[src/rtl/sfx_pkg.sv]
// Shared definitions for the sound-effect tone player: FSM encodings, note step limits,
// the silence level and a helper that picks the step limit for the note being played.
package sfx_pkg;

  typedef logic [1:0] state_t;

  localparam state_t IDLE   = 2'd0;
  localparam state_t NOTE_A = 2'd1;
  localparam state_t NOTE_B = 2'd2;

  localparam int unsigned LIM_W = 12;

  // Step limits: a ROM step lasts LIM+1 cycles, 32 steps per sine period at 50 MHz.
  localparam logic [LIM_W-1:0] LIM_C = 12'hBAA;
  localparam logic [LIM_W-1:0] LIM_D = 12'hA64;
  localparam logic [LIM_W-1:0] LIM_E = 12'h941;
  localparam logic [LIM_W-1:0] LIM_G = 12'h7C9;

  localparam logic [3:0] SILENCE = 4'd8;

  // two_note selects the C/E effect; otherwise the single G note is played.
  function automatic logic [LIM_W-1:0] note_limit(input state_t st, input logic two_note);
    logic [LIM_W-1:0] lim;
    if (st == NOTE_B) begin
      lim = LIM_E;
    end else if (two_note) begin
      lim = LIM_C;
    end else begin
      lim = LIM_G;
    end
    return lim;
  endfunction

endpackage

[src/rtl/sfx_sine_rom.sv]
// 32-entry, 4-bit sine table with a registered output; value(k) = round(7.5 + 7.5*sin(2*pi*k/32)).
module sfx_sine_rom
  import sfx_pkg::*;
(
  input  logic       clk,
  input  logic [4:0] addr,
  output logic [3:0] data
);

  logic [3:0] rom_val;

  always_comb begin
    rom_val = SILENCE;
    case (addr)
      5'd0:  rom_val = 4'd8;
      5'd1:  rom_val = 4'd9;
      5'd2:  rom_val = 4'd10;
      5'd3:  rom_val = 4'd12;
      5'd4:  rom_val = 4'd13;
      5'd5:  rom_val = 4'd14;
      5'd6:  rom_val = 4'd14;
      5'd7:  rom_val = 4'd15;
      5'd8:  rom_val = 4'd15;
      5'd9:  rom_val = 4'd15;
      5'd10: rom_val = 4'd14;
      5'd11: rom_val = 4'd14;
      5'd12: rom_val = 4'd13;
      5'd13: rom_val = 4'd12;
      5'd14: rom_val = 4'd10;
      5'd15: rom_val = 4'd9;
      5'd16: rom_val = 4'd8;
      5'd17: rom_val = 4'd6;
      5'd18: rom_val = 4'd5;
      5'd19: rom_val = 4'd3;
      5'd20: rom_val = 4'd2;
      5'd21: rom_val = 4'd1;
      5'd22: rom_val = 4'd1;
      5'd23: rom_val = 4'd0;
      5'd24: rom_val = 4'd0;
      5'd25: rom_val = 4'd0;
      5'd26: rom_val = 4'd1;
      5'd27: rom_val = 4'd1;
      5'd28: rom_val = 4'd2;
      5'd29: rom_val = 4'd3;
      5'd30: rom_val = 4'd5;
      5'd31: rom_val = 4'd6;
      default: rom_val = SILENCE;
    endcase
  end

  always_ff @(posedge clk) begin
    data <= rom_val;
  end

endmodule

[src/rtl/sfx_tone_player.sv]
// Plays a short note sequence on paddle/brick events as a 4-bit sine sample stream.
// Optional decay envelope: define SFX_ENVELOPE_EN.
module sfx_tone_player
  import sfx_pkg::*;
#(
  parameter int unsigned NOTE_LEN = 5_000_000,
  parameter int unsigned LEN_W    = 23
) (
  input  logic       clk50mhz,
  input  logic       reset_button,
  input  logic       play_sound1,
  input  logic       play_sound2,
  output logic [3:0] tono,
  output logic       busy
);

  localparam logic [LEN_W-1:0] DUR_LAST = LEN_W'(NOTE_LEN - 1);

  logic [1:0]       sync1_q, sync2_q;
  logic             prev1_q, prev2_q;
  logic             rise1, rise2;

  state_t           state_q, state_d;
  logic             seq_q, seq_d;
  logic [LEN_W-1:0] dur_q, dur_d;
  logic [LIM_W-1:0] step_q, step_d;
  logic [4:0]       addr_q, addr_d;
  logic [LIM_W-1:0] note_lim;

  logic [4:0]       rom_addr;
  logic [3:0]       rom_data;
  logic [3:0]       shaped;
  logic [3:0]       tono_q;

  // Two-flop synchronizer followed by a rising-edge detector on each event line.
  always_ff @(posedge clk50mhz) begin
    if (reset_button) begin
      sync1_q <= '0;
      sync2_q <= '0;
      prev1_q <= 1'b0;
      prev2_q <= 1'b0;
    end else begin
      sync1_q <= {sync1_q[0], play_sound1};
      sync2_q <= {sync2_q[0], play_sound2};
      prev1_q <= sync1_q[1];
      prev2_q <= sync2_q[1];
    end
  end

  assign rise1 = sync1_q[1] & ~prev1_q;
  assign rise2 = sync2_q[1] & ~prev2_q;

  always_comb begin
    state_d  = state_q;
    seq_d    = seq_q;
    dur_d    = dur_q;
    step_d   = step_q;
    addr_d   = addr_q;
    note_lim = note_limit(state_q, seq_q);
    if (rise1 || rise2) begin
      // Newest event wins; brick hit has priority on a simultaneous rise.
      state_d = NOTE_A;
      seq_d   = rise2;
      dur_d   = '0;
      step_d  = '0;
      addr_d  = '0;
    end else if (state_q != IDLE) begin
      if (dur_q == DUR_LAST) begin
        dur_d   = '0;
        step_d  = '0;
        addr_d  = '0;
        state_d = (state_q == NOTE_A && seq_q) ? NOTE_B : IDLE;
      end else begin
        dur_d = dur_q + 1'b1;
        if (step_q == note_lim) begin
          step_d = '0;
          addr_d = addr_q + 5'd1;
        end else begin
          step_d = step_q + 1'b1;
        end
      end
    end
  end

  always_ff @(posedge clk50mhz) begin
    if (reset_button) begin
      state_q <= IDLE;
      seq_q   <= 1'b0;
      dur_q   <= '0;
      step_q  <= '0;
      addr_q  <= '0;
    end else begin
      state_q <= state_d;
      seq_q   <= seq_d;
      dur_q   <= dur_d;
      step_q  <= step_d;
      addr_q  <= addr_d;
    end
  end

  // The ROM is fed the next address so its registered output always matches addr_q.
  assign rom_addr = reset_button ? 5'd0 : addr_d;

  sfx_sine_rom u_rom (
    .clk  (clk50mhz),
    .addr (rom_addr),
    .data (rom_data)
  );

`ifdef SFX_ENVELOPE_EN
  logic [LEN_W+1:0] dur_x4;
  logic [1:0]       quarter;
  logic signed [4:0] centred, scaled;

  localparam logic [LEN_W+1:0] Q1 = (LEN_W + 2)'(NOTE_LEN);
  localparam logic [LEN_W+1:0] Q2 = (LEN_W + 2)'(2 * NOTE_LEN);
  localparam logic [LEN_W+1:0] Q3 = (LEN_W + 2)'(3 * NOTE_LEN);

  assign dur_x4 = {dur_q, 2'b00};

  // quarter = floor(dur*4/NOTE_LEN) without a divider.
  always_comb begin
    quarter = 2'd0;
    if (dur_x4 >= Q3) begin
      quarter = 2'd3;
    end else if (dur_x4 >= Q2) begin
      quarter = 2'd2;
    end else if (dur_x4 >= Q1) begin
      quarter = 2'd1;
    end
  end

  assign centred = $signed({1'b0, rom_data}) - 5'sd8;
  assign scaled  = centred >>> quarter;
  assign shaped  = 4'(scaled + 5'sd8);
`else
  assign shaped = rom_data;
`endif

  always_ff @(posedge clk50mhz) begin
    if (reset_button) begin
      tono_q <= SILENCE;
    end else if (state_q == IDLE) begin
      tono_q <= SILENCE;
    end else begin
      tono_q <= shaped;
    end
  end

  assign tono = tono_q;
  assign busy = (state_q != IDLE);

endmodule
[config.mk]
export PLATFORM = sky130hd
export DESIGN_NAME = sfx_tone_player
export DESIGN_NICKNAME = d
export VERILOG_FILES = /design/src/rtl/sfx_pkg.sv /design/src/rtl/sfx_sine_rom.sv /design/src/rtl/sfx_tone_player.sv
export SDC_FILE = /design/constraint.sdc
export NUM_CORES = 1
export LEC_CHECK = 0
export CAP_MARGIN = 20
export CORE_ASPECT_RATIO = 1.25
export CORE_UTILIZATION = 55
export DETAILED_ROUTE_END_ITERATION = 12
export GPL_TIMING_DRIVEN = 0
export PLACE_DENSITY = 0.81
export RECOVER_POWER = 25
export SLEW_MARGIN = 20
export SYNTH_ARGS = -nofsm -noshare
export SYNTH_HDL_FRONTEND = slang
export SYNTH_SLANG_ARGS = --single-unit
[constraint.sdc]
create_clock -name clk50mhz -period 2.54 [get_ports clk50mhz]
set_clock_uncertainty 0.05 [all_clocks]
set_input_delay 0.635 -clock clk50mhz [delete_from_list [all_inputs] [get_ports clk50mhz]]
set_output_delay 0.635 -clock clk50mhz [all_outputs]
set_load 0.1 [all_outputs]
After elaboration in Yosys (flattened, before gate mapping) --
Memories as Yosys holds them, arrays and structs flattened. A register that Yosys moved wholly into a read port is not among the register bits. Cells that the tools add are included.
Operators by class: bitwise operators 4, reduce and logical (&&, ||, !) cells 10, $mul 0, $add $sub $neg 3, multiplexer cells 14, magnitude comparators 0, shift operators 0, eq/ne operators 4, div/mod/pow operators 0
Operators by type and width (number):
- 12-bit 2-to-1 mux | 4
- 5-bit 2-to-1 mux | 5
- 23-bit by 1-bit adder with 23-bit output, second input constant | 1
- 23-bit equality test, second input constant | 1
- 23-bit 2-to-1 mux | 1
- 12-bit by 1-bit adder with 12-bit output, second input constant | 1
- 12-bit equality test | 1
- 2-bit nonzero test | 3
- 5-bit by 1-bit adder with 5-bit output, second input constant | 1
- 2-bit AND reduction | 2
- 2-bit OR reduction | 2
- 1-bit 2-to-1 mux | 3
- 1-bit bitwise AND | 2
- 2-bit by 1-bit equality test with 1-bit output, second input constant | 1
- 2-bit equality test, second input constant | 1
- 2-bit zero test | 1
- 2-bit 2-to-1 mux | 1
- 1-bit NOT | 2
- 1-bit logical AND | 1
- 1-bit logical OR | 1
Word-level totals: input port bits 4, bits in writable memories 0, ROM bits 128, latch bits 0, output and inout bits 5, flip-flop bits (word level) 53, word-level logic and storage cells 47, memories kept 1
Memories:
- (name not given) | words 32, bits a word 4, rd ports 1, clocked after Yosys merged registers in 1, write ports 0, RTL line sfx_sine_rom.sv:14 | case (addr)

Longest topological paths before layout --
word-level depth 8, mapped depth 12, depth with buffers taken out 11

Hierarchy --
Synthesis repeated with hierarchy kept, for this count alone.
Second synthesis, totals: cells, all modules 315, area, all modules 2762.6 um^2
Modules (own cells, without submodules):
- sfx_tone_player | instances 1, seq. area each 1061.0 um^2, cells an instance 279, area each 2449.8 um^2
- sfx_sine_rom | instances 1, seq. area each 80.1 um^2, cells an instance 36, area each 312.8 um^2

Worst setup path before layout --
No wires, ideal clock.
path type flip-flop to flip-flop, from reg dur_q[0], to reg u_rom.data[0], setup time 0.124 ns, period minus slack after synthesis 2.618 ns, required time 2.366 ns, cell stages (with the launch flop) 13, buffers on the path 1, arrival 2.444 ns, path slack -0.078 ns, cells stage by stage dfxtp_1 ha_1 and3_1 and4_1 nand3_1 and2_1 clkbuf_1 o21a_1 inv_1 ha_1 mux2_2 a21oi_1 o31ai_2
Between the ends: cells in the longest elaborated chain, start to end 5
Ends and longest elaborated chain:
- start, declared | RTL line sfx_tone_player.sv:25 | logic [LEN_W-1:0] dur_q, dur_d;
- start signal, assigned | RTL line sfx_tone_player.sv:95 | dur_q <= dur_d;
- 23-bit equality test | RTL line sfx_tone_player.sv:68 | if (dur_q == DUR_LAST) begin
- 5-bit 2-to-1 mux | RTL line sfx_tone_player.sv:68
- 5-bit 2-to-1 mux | RTL line sfx_tone_player.sv:67 | end else if (state_q != IDLE) begin
- 5-bit 2-to-1 mux | RTL line sfx_tone_player.sv:60 | if (rise1 || rise2) begin
- 5-bit 2-to-1 mux
- end, declared | RTL line sfx_sine_rom.sv:7 | output logic [3:0] data
No other way between the ends. A chain may end at the register's enable or synchronous reset.

Final worst setup path --
from reg state_q[1], to reg u_rom.data[1]
Between the ends: cells in the longest elaborated chain, start to end 8, elaborated cells on any way between the ends 9, classes of those cells eq/ne (2); mux (6); reduce/logical (1)
Ends and longest elaborated chain:
- start, declared | RTL line sfx_tone_player.sv:23 | state_t state_q, state_d;
- start signal, assigned | RTL line sfx_tone_player.sv:93 | state_q <= state_d;
- 2-bit equality test | RTL line sfx_pkg.sv:24 | if (st == NOTE_B) begin
- 12-bit 2-to-1 mux | RTL line sfx_pkg.sv:24
- 12-bit equality test | RTL line sfx_tone_player.sv:75 | if (step_q == note_lim) begin
- 5-bit 2-to-1 mux | RTL line sfx_tone_player.sv:75
- 5-bit 2-to-1 mux | RTL line sfx_tone_player.sv:68
- 5-bit 2-to-1 mux * | RTL line sfx_tone_player.sv:67
- 5-bit 2-to-1 mux * | RTL line sfx_tone_player.sv:60
- 5-bit 2-to-1 mux *
Mark *: on every way between the ends. The rest lies on a longest branch, timed or not.

==> flow_summary.yaml <==
status:
  outcome: "finished, violations left"
  violations: "negative setup slack"
critical_path:
  crit_slowest_cell: "dfxtp_4"
  endpoint_kind: "flip-flop"
  cp.required_ns: 2.71
  crit_type: "reg -> reg"
  worstPathArrival_ns: 2.76
  path_buf_inv: 1
  critPathLaunchType: "flip-flop"
  cp_top_family: "compound AO/OA/AOI/OAI gates"
  crit_fanout: 5
  critical_path.cell_chain: "nor2b_4 -> mux2i_4 -> o21ai_4 -> nor3_4 -> buf_6 -> mux2_4 -> a41o_4 -> a31oi_1 -> a211oi_2"
  cpPeakStageDelay_ns: 0.35
synth:
  synthesis.area_mm2: 0.00280
  synth_cells: 330
  synth_edf_count: 0
  syn_nets: 339
  yosysWarnings: 0
  avgSynthCellArea_um2: 8.49
  ys.flop_type: "dfxtp_1"
  yosysTopAreaCell: "dfxtp_1"
  ys_async_sr_fraction_pct: 0
  synth_top_area_share_pct: 40.7
  ys_types: 57
  ys_top_cells_by_area: "dfxtp_1, nor2_1, xor2_1, a21oi_1, nand3_1"
  synth-seq-cells: 57
  yosysSeqAreaShare_pct: 40.7
cts:
  cts_hold_buf: 0
  tritoncts: "yes"
  clockRootBuffer: "clkbuf_8"
  h-tree-depth: 3
  clk_pin_slew_ns: 0.07
  clk_latency_ns: 0.34
  clock-sinks: 57
  max-clock-path-buffers: 2
  numCtsBuffers: 9
sta:
  worst_pin_slew_ns: 0.968
  fin_ws_ns: -0.0463
  period_minus_slack_ns: 2.59
  grt_setup_unrepaired: "yes"
  hold_viol_final: 0
  tns_ns: -0.0463
  setup_viol: 1
  max_freq_mhz: 387
  slew_headroom_pct: 35.2
  maxSlewViolCount: 0
  timing.final.crit_share_pct: 102
global_routing:
  track_usage_pct: 26.2
  grt_pass1_wl_mm: 10.5
  grt-ovfl-total: 0
  antenna_found_initial: 0
  grt_max_degree: 11
  grt_pass1_vias: 2380
floorplanning:
  die_area_mm2: 0.00539
  rows: 28
  die_w_um: 65.9
  ios: 9
  die_h_um: 81.8
  fp.coreArea_mm2: 0.00480
  initial_core_util_pct: 58.4
detailed_routing:
  post_drt_via_cell_ratio: 6.09
  route.detailed.wl_per_inst_um: 17.0
  firstDrtPassIters: 7
  drtIter0Drc: 191
  drc: 0
  wirelength_mm: 7.25
  vias: 2596
  final_antenna_net_count: 0
place:
  port_buffers: 8
  dp_hpwl_mm: 4.26
  preCtsSetupSlack_ns: -0.478
  place_congestion: 0.852
cells_and_area:
  nFillCells: 333
  drive_gt1_share_pct: 24.0
  fin_nets: 371
  diodes: 0
  syn2layout_area_growth_pct: 23.2
pwr:
  p_per_area_mw_per_mm2: 529
  power_w: 0.00183
  ir_worst_vdd_v: 0.000425
  p_leak_nw: 1.21
hold_path:
  hold_path_class: "reg -> reg"
flow_run:
  drv_cap: 0
[what timing repair did]
item	4_1_cts	5_1_grt
gates resized for setup	38	19
cloned	0	0
hold endpoints to repair	0	0
buffers inserted	6	8
pin swaps	7	11
endpoints found under the setup margin	4	11
[worst paths after layout]
check                                              start                     to  slack, ns  depth (start not counted)
worst min register to register  u_rom.data[3]$_SDFF_PP1_     tono[3]$_SDFF_PP1_       0.37                          1
worst min-delay path            u_rom.data[3]$_SDFF_PP1_     tono[3]$_SDFF_PP1_       0.37                          1
worst max-delay path             state_q[1]$_SDFFE_PP0P_  u_rom.data[1]$_DFF_P_      -0.05                          9
worst max register to register   state_q[1]$_SDFFE_PP0P_  u_rom.data[1]$_DFF_P_      -0.05                          9
[power by group]
| group | internal (W) | switching [W] |
|---|---|---|
| combinational | 0.0000272 | 0.0000690 |
| sequential | 0.000901 | 0.0000101 |
| clock | 0.000441 | 0.000377 |
| total | 0.00137 | 0.000456 |
[kinds of logic (layout without fill, tap and decap cells)]
group,after synthesis,in the layout,share of synthesized area (%)
AOI/OAI and AO/OA,59,59,13.8
xor gates and xnor gates,21,21,6.56
adders and majority gates,5,5,2.23
buffers and inverters,24,60,3.26
DFF,57,57,40.7
muxes,4,4,1.96
and+or+nand+nor,160,160,31.4
[layout make-up]
cell class                 count  area, um^2  area share, %
multi-input combinational    249        1760           51.0
timing repair buffer          22         186           5.40
clock buffer                   9         124           3.59
clock inverter                 6        60.1           1.74
tap                           60        75.1           2.17
sequential                    57        1160           33.6
inverter                      14        52.6           1.52
buffer                         9        36.3           1.05
[cells in the final DEF, fill, tap and decap left out, drive strengths merged, types with 8 or more instances in the layout]
master   n
nand4    8
nand3   17
or3     11
nand2   22
o21ai   18
nor3    10
a21oi   20
nor3b   10
and3     8
inv     14
clkbuf  16
nor2b   12
buf     17
nor2    42
dfxtp   57
xor2    14
[synth_stat cells (2+ instances only)]
cell type / count
dfxtp_1: 57
nor2_1: 40
nand2_1: 21
a21oi_1: 20
nand3_1: 17
xor2_1: 14
o21ai_0: 13
inv_1: 12
nor2b_1: 11
nor3b_1: 10
or3_1: 10
nand4_1: 8
nor3_1: 8
and3_1: 7
clkbuf_1: 7
xnor2_1: 7
nor4_1: 6
ha_1: 5
nand2b_1: 3
nor4b_1: 3
o21a_1: 3
o21ai_2: 3
a31oi_1: 2
and2_1: 2
and4_1: 2
buf_1: 2
inv_2: 2
mux2_2: 2
nand3b_1: 2
nor2_2: 2
o211ai_1: 2
o21ai_1: 2
[metal layers]
metal | GRT usage (%) | up-vias | share of wire, %
li1 | - | 1233 | -
met1 | 27.2 | 1246 | 40
met2 | 46.2 | 99 | 53
met3 | 7.08 | 18 | 5.2
met4 | 16.7 | 0 | 1.8
met5 | 0 | - | 0
[flip-flops by register name, summed over array words and instances (netlist names)]
name,cells
prev1_q,1
state_q,2
dur_q,23
addr_q,5
prev2_q,1
step_q,12
sync2_q,2
u_rom.data,4
seq_q,1
tono,4
sync1_q,2
[worst register-to-register path, stage by stage, from the launching register on]
cell      delay [ns]
dfxtp_4         0.35
nor2b_4         0.26
mux2i_4         0.35
o21ai_4         0.13
nor3_4          0.22
buf_6           0.15
mux2_4          0.31
a41o_4          0.27
a31oi_1         0.26
a211oi_2        0.11
[stage by stage]
step | hold WS (ns) | utilization (%) | cells | area [um^2]
floorplan | 0.340 | - | 330 | 2800
global placement | 0.350 | 61.7 | 398 | 2960
detailed placement | 0.353 | 61.7 | 398 | 2960
CTS | 0.368 | 69.3 | 418 | 3330
global route | 0.392 | 71.9 | 426 | 3450
finish | 0.367 | 71.9 | 426 | 3450
(Power assumes the default switching activity.)
==> RTL change 1 (same flow settings) <==
Build with the macro `SFX_ENVELOPE_EN` defined.
--- a/src/rtl/sfx_tone_player.sv
+++ b/src/rtl/sfx_tone_player.sv
@@ -1,5 +1,7 @@
 // Plays a short note sequence on paddle/brick events as a 4-bit sine sample stream.
 // Optional decay envelope: define SFX_ENVELOPE_EN.
+`define SFX_ENVELOPE_EN
+
 module sfx_tone_player
   import sfx_pkg::*;
 #(
Function: same outputs for any inputs over 10 cycles, from zero or initial values and one cycle with reset_button high; that may be too few to reach the edited logic, so the function may still have changed.
==> RTL change 1 against the original RTL <==
- worst setup slack lost 83 ps
- power up 4.2%
- utilization increased by 5.2 points
- design area up 24%
- sequential cell count is the same
- fmax down 3.1%
- synthesized area up 16%
- the run still ends with setup timing left
- wire length up 32%
- non-clock buffer count is 38 higher
- combinational power rose by 39%
- largest power group unchanged
- sequential power barely moved
==> RTL change 1: results (changes against the original RTL) <==
| Metric | Value |
|---|---|
| Met3 WL post-DR | `543 um (+45%)` |
| Most common library cells after synthesis | `dfxtp_1, nor2_1, nand2_1` |
| Post-CTS Repair Setup Buffers | `17 (+11)` |
| Mux share of post-synthesis cell area | `0.927% (-1.0 points)` |
| Min-delay src | `sync2_q[0]$_SDFF_PP0_` |
| Metal2 WL | `4910 um (+27%)` |
| Post-Synth Adder-Cell Area | `3.09% (+0.86 points)` |
| Pwr Density | `444 nW/um2 (-16%)` |
| Overall Global Routing Usage | `27.5% (+1.2 points)` |
| Metal-1 WL | `3520 um (+23%)` |
| Sum Neg Setup Slack | `-903 ps (-857 ps)` |
| Fillers | `356 (+6.9%)` |
| Synth unique cells | `59 (+3.5%)` |
| Worst hold path type | `reg -> reg` |
| Final layout net count | `473 (+27%)` |
| First-pass GRT wire length | `13,400 um (+27%)` |
| Routed WL | `9540 um (+32%)` |
| Warnings from Yosys | `0 (unchanged)` |
| CP max FO | `6 (+1)` |
| Post-cts gate resize count | `53 (+39%)` |
| H-tree Lvls | `3 (unchanged)` |
| Clk pwr share | `45.2% (+0.4 points)` |
| Top delay family on crit path | `simple AND/OR/NAND/NOR gates` |
| Initial DRC count | `405 (+110%)` |
| Complex-gate fraction of the synthesized area | `18.3% (+4.5 points)` |
| Worst Path Arrival | `2830 ps (+70 ps)` |
| Drt first pass iters | `6 (-1)` |
| Post-Synthesis Cells | `409 (+24%)` |
| DP Area | `3480 um2 (+18%)` |
| FF/Latch Area | `1180 um2 (+1.5%)` |
| Met1 track demand over resource | `30.4% (+3.2 points)` |
| Maximum root-to-sink buffer count | `2 (unchanged)` |
| Vias in the first global route | `2,981 (+25%)` |
| Gp weighted congestion | `0.896 (+5.2%)` |
| Met2 usage | `49.0% (+2.8 points)` |
| Combinational share of power | `7.0% (+1.7 points)` |
| Max-slew headroom | `34.8% (-0.50 points)` |
| Area contributors post-synth | `dfxtp_1, nor2_1, a21oi_1, xor2_1, ha_1` |
| Outcome | `finished with violations` |
| Post-Synth XOR/XNOR Area | `5.41% (-1.2 points)` |
| Share of layout cells above drive strength 1 | `29.2% (+5.1 points)` |
| WL/cell | `18.0 um (+5.8%)` |
| Routed vias | `3,444 (+33%)` |
| Failing checks | `setup timing` |
| Post-detail-place hpwl | `5410 um (+27%)` |
| DP Worst Slack | `-745 ps (-267 ps)` |
| Static leakage | `1.59 nW (+31%)` |
| Met3 usage | `5.75% (-1.3 points)` |
| # placed instances | `481 (+21%)` |
| Peak VDD IR | `302 uV (-29%)` |
| Final setup vio count | `15 (+14)` |
| Seq/Total Area, Yosys | `35.2% (-5.5 points)` |
| Net Switching | `0.474 mW (+4.1%)` |
| PnR worst setup slack | `-130 ps (-83.5 ps)` |
| Syn_nets | `421 (+24%)` |
## RTL change 1: cell count changes in the layout (fill, tap and decap cells not counted), sizes merged, moves of 5 or more
cell	unedited run	this run
o21ai	18	24
nor2	42	48
clkbuf	16	25
or4	0	5
buf	17	49
## RTL change 1: cell type report
| cell class | instances | area share [%] |
|---|---|---|
| Clock inverter | 4 | 1.23 |
| Clock buffer | 12 | 3.39 |
| Tap cell | 64 | 1.87 |
| Inverter | 17 | 1.55 |
| Buffer | 21 | 3.07 |
| Sequential cell | 57 | 27.5 |
| Multi-Input combinational cell | 307 | 52.3 |
| Timing Repair Buffer | 48 | 9.11 |
## RTL change 1: worst paths after layout
check / slack (ps) / depth (start not counted) / endpoint
min: 410 / 1 / sync2_q[1]$_SDFF_PP0_
max reg2reg: -130 / 15 / u_rom.data[1]$_DFF_P_
max: -130 / 15 / u_rom.data[1]$_DFF_P_
min reg2reg: 410 / 1 / sync2_q[1]$_SDFF_PP0_
==> RTL change 2 (same settings) <==
Made on the original files. Register the output `busy`, cleared by the reset; this adds one clock of latency there. The other outputs are not delayed to match.
--- a/src/rtl/sfx_tone_player.sv
+++ b/src/rtl/sfx_tone_player.sv
@@ -148,6 +148,12 @@
   end
 
   assign tono = tono_q;
-  assign busy = (state_q != IDLE);
+  always_ff @(posedge clk50mhz) begin
+    if (reset_button) begin
+      busy <= '0;
+    end else begin
+      busy <= (state_q != IDLE);
+    end
+  end
 
 endmodule
Function: changed (a bounded check fails within 4 cycles, from zero or initial values and one cycle with reset_button high).
==> RTL change 2 against the original RTL <==
- the flow still finishes with violations (setup timing)
- worst setup slack worse by 110 ps
- sequential cell count is 1 higher
- wire length is 4.5% lower
- critical path depth is 2 higher
- power is 3.1% lower
- synthesized area is 1.2% lower
- design area is 0.29% higher
- final cell count is 1.4% higher
- largest cell class unchanged
==> RTL change 2: results (changes against the original RTL) <==
| Metric | Value |
|---|---|
| Root Buffer | `clkbuf_8` |
| Outcome | `finished with violations` |
| # placed instances | `399 (+0.25%)` |
| Warnings from Yosys | `0 (unchanged)` |
| Post-detail-place hpwl | `3830 um (-10%)` |
| Failing checks | `setup timing` |
| Max-slew headroom | `35.4% (+0.18 points)` |
| Syn_nets | `340 (+0.29%)` |
| Static leakage | `1.29 nW (+6.3%)` |
| CTS buffer count | `9 (unchanged)` |
| First-pass GRT wire length | `9760 um (-7.1%)` |
| Hold WS | `371 ps (+4.55 ps)` |
| FF-to-FF End | `u_rom.data[0]$_DFF_P_` |
| CP max-delay cell | `dfxtp_2` |
| Initial antenna violation count | `0 (unchanged)` |
| Worst Path Arrival | `2860 ps (+100 ps)` |
| Async S/R FF share, synth | `0% (unchanged)` |
| Largest registers | `dur_q (23), step_q (12), addr_q (5)` |
| Gp weighted congestion | `0.838 (-1.6%)` |
| Vias in the first global route | `2,301 (-3.3%)` |
| CP max FO | `5 (unchanged)` |
| Routed WL | `6920 um (-4.5%)` |
| Seq/Total Area, Yosys | `41.9% (+1.2 points)` |
| Final setup vio count | `3 (+2)` |
| Share of layout cells above drive strength 1 | `21.5% (-2.5 points)` |
| WL/cell | `16.0 um (-5.9%)` |
| H-tree Lvls | `3 (unchanged)` |
| Overall Global Routing Usage | `23.9% (-2.4 points)` |
| Mean Syn Cell Area | `8.37 um2 (-1.5%)` |
| Via-to-Cell Ratio | `5.94 (-2.6%)` |
| Area contributors post-synth | `dfxtp_1, nor2_1, xor2_1, a21oi_1, nand2_1` |
| Final layout net count | `376 (+1.3%)` |
| CP Class | `reg -> reg` |
| #FFs+latches synth | `58 (+1.8%)` |
| Worst Hold End | `tono[3]$_SDFF_PP1_` |
| Worst path max stage delay | `420 ps (+70 ps)` |
| Top_reg_cell synth | `dfxtp_1` |
| Worst-Skew Late Latency | `340 ps (about the same)` |
| Largest net degree at the start of global routing | `11 (unchanged)` |
| PnR worst setup slack | `-154 ps (-108 ps)` |
| FF-to-FF path depth | `11 (+2)` |
| RR Startpoint | `seq_q$_SDFFE_PP0P_` |
| Sequential power | `0.929 mW (+2%)` |
| Switch share | `25.3% (+0.31 points)` |
| Comb. pwr | `0.0937 mW (-2.6%)` |
| Worst hold path type | `reg -> reg` |
| Most common library cells after synthesis | `dfxtp_1, nor2_1, nand2_1` |
| Worst hold stages | `1 (unchanged)` |
| Initial DRC count | `152 (-20%)` |
| Peak VDD IR | `509 uV (+20%)` |
| Top delay family on crit path | `simple AND/OR/NAND/NOR gates` |
| Drt first pass iters | `4 (-3)` |
| Min-delay src | `u_rom.data[3]$_SDFF_PP1_` |
| Synth unique cells | `48 (-16%)` |
RTL change 2: cell count changes in the layout (fill, tap and decap cells not counted), sizes merged, moves of 2 or more:
cell / unedited run / this run
and2: 2 / 5
clkbuf: 16 / 22
clkdlybuf4s50: 6 / 8
inv: 14 / 16
nand2: 22 / 20
nand3: 17 / 14
nor2: 42 / 44
nor3b: 10 / 6
o211ai: 2 / 0
or2: 0 / 2
RTL change 2: through the flow:
step | cell area [um2] | total power [mW] | setup WS [ps] | TNS (ps)
6_report | 3460 | 1.77 | -154 | -252
3_5_place_dp | 2930 | 1.03 | -512 | -1190
4_1_cts | 3230 | 1.77 | 2.07 | 0
5_1_grt | 3460 | 1.83 | -258 | -775
3_3_place_gp | 2930 | 1.03 | -475 | -1070
2_1_floorplan | 2770 | 1.01 | 88.4 | 0
RTL change 2: metal layers:
metal / share of wire [%] / global-route usage, % / wire length (um) / vias up
met3: 5.1 / 6.04 / 355 / 26
met1: 41 / 27.7 / 2860 / 1219
met4: 3.4 / 9.35 / 235 / 0
met5: 0 / 0 / 0 / -
li1: - / - / - / 1228
met2: 50 / 41.6 / 3470 / 92
RTL change 2: how the worst max path moves through the flow:
| stage | end | slack, ps |
|---|---|---|
| after floorplan | u_rom.data[0]$_DFF_P_ | 90 |
| after global placement | u_rom.data[0]$_DFF_P_ | -470 |
| after detailed placement | u_rom.data[0]$_DFF_P_ | -510 |
| after CTS | u_rom.data[0]$_DFF_P_ | 2 |
| after global routing | u_rom.data[0]$_DFF_P_ | -260 |
| final | u_rom.data[0]$_DFF_P_ | -150 |
RTL change 2: cell type report:
type / instances / area (um2)
Fill cell: 318 / 1340
Sequential cell: 58 / 1170
Timing Repair Buffer: 25 / 215
Buffer: 12 / 57.6
Tap cell: 60 / 75.1
Clock buffer: 11 / 141
Inverter: 16 / 60.1
Multi-Input combinational cell: 245 / 1710
Clock inverter: 5 / 30.0
RTL change 2: what timing repair did:
action                                  in CTS  in global routing
hold buffers                                 0                  0
cloned                                       0                  0
resized for setup                           22                 32
setup buffers                                7                 10
pin swaps                                    6                 12
endpoints found under the setup margin       3                  6
RTL change 2: cell families after synthesis:
kind of cell | share of synthesized area (%)
adders and majority gates | 2.26
xor gates and xnor gates | 6.64
and+or+nand+nor | 30.8
AOI/OAI and AO/OA | 12.1
muxes | 2.44
buffers and inverters | 3.84
DFF | 41.9
RTL change 2: worst reg2reg max path: stages (launching register included):
cell and delay [ps]:
dfxtp_2 420, inv_1 110, nor4_4 350, nor2_2 120, nor4_4 300, buf_4 190
xnor2_4 120, nand2_2 110, ha_4 260, mux2_4 270, mux2i_2 180, o31ai_1 110
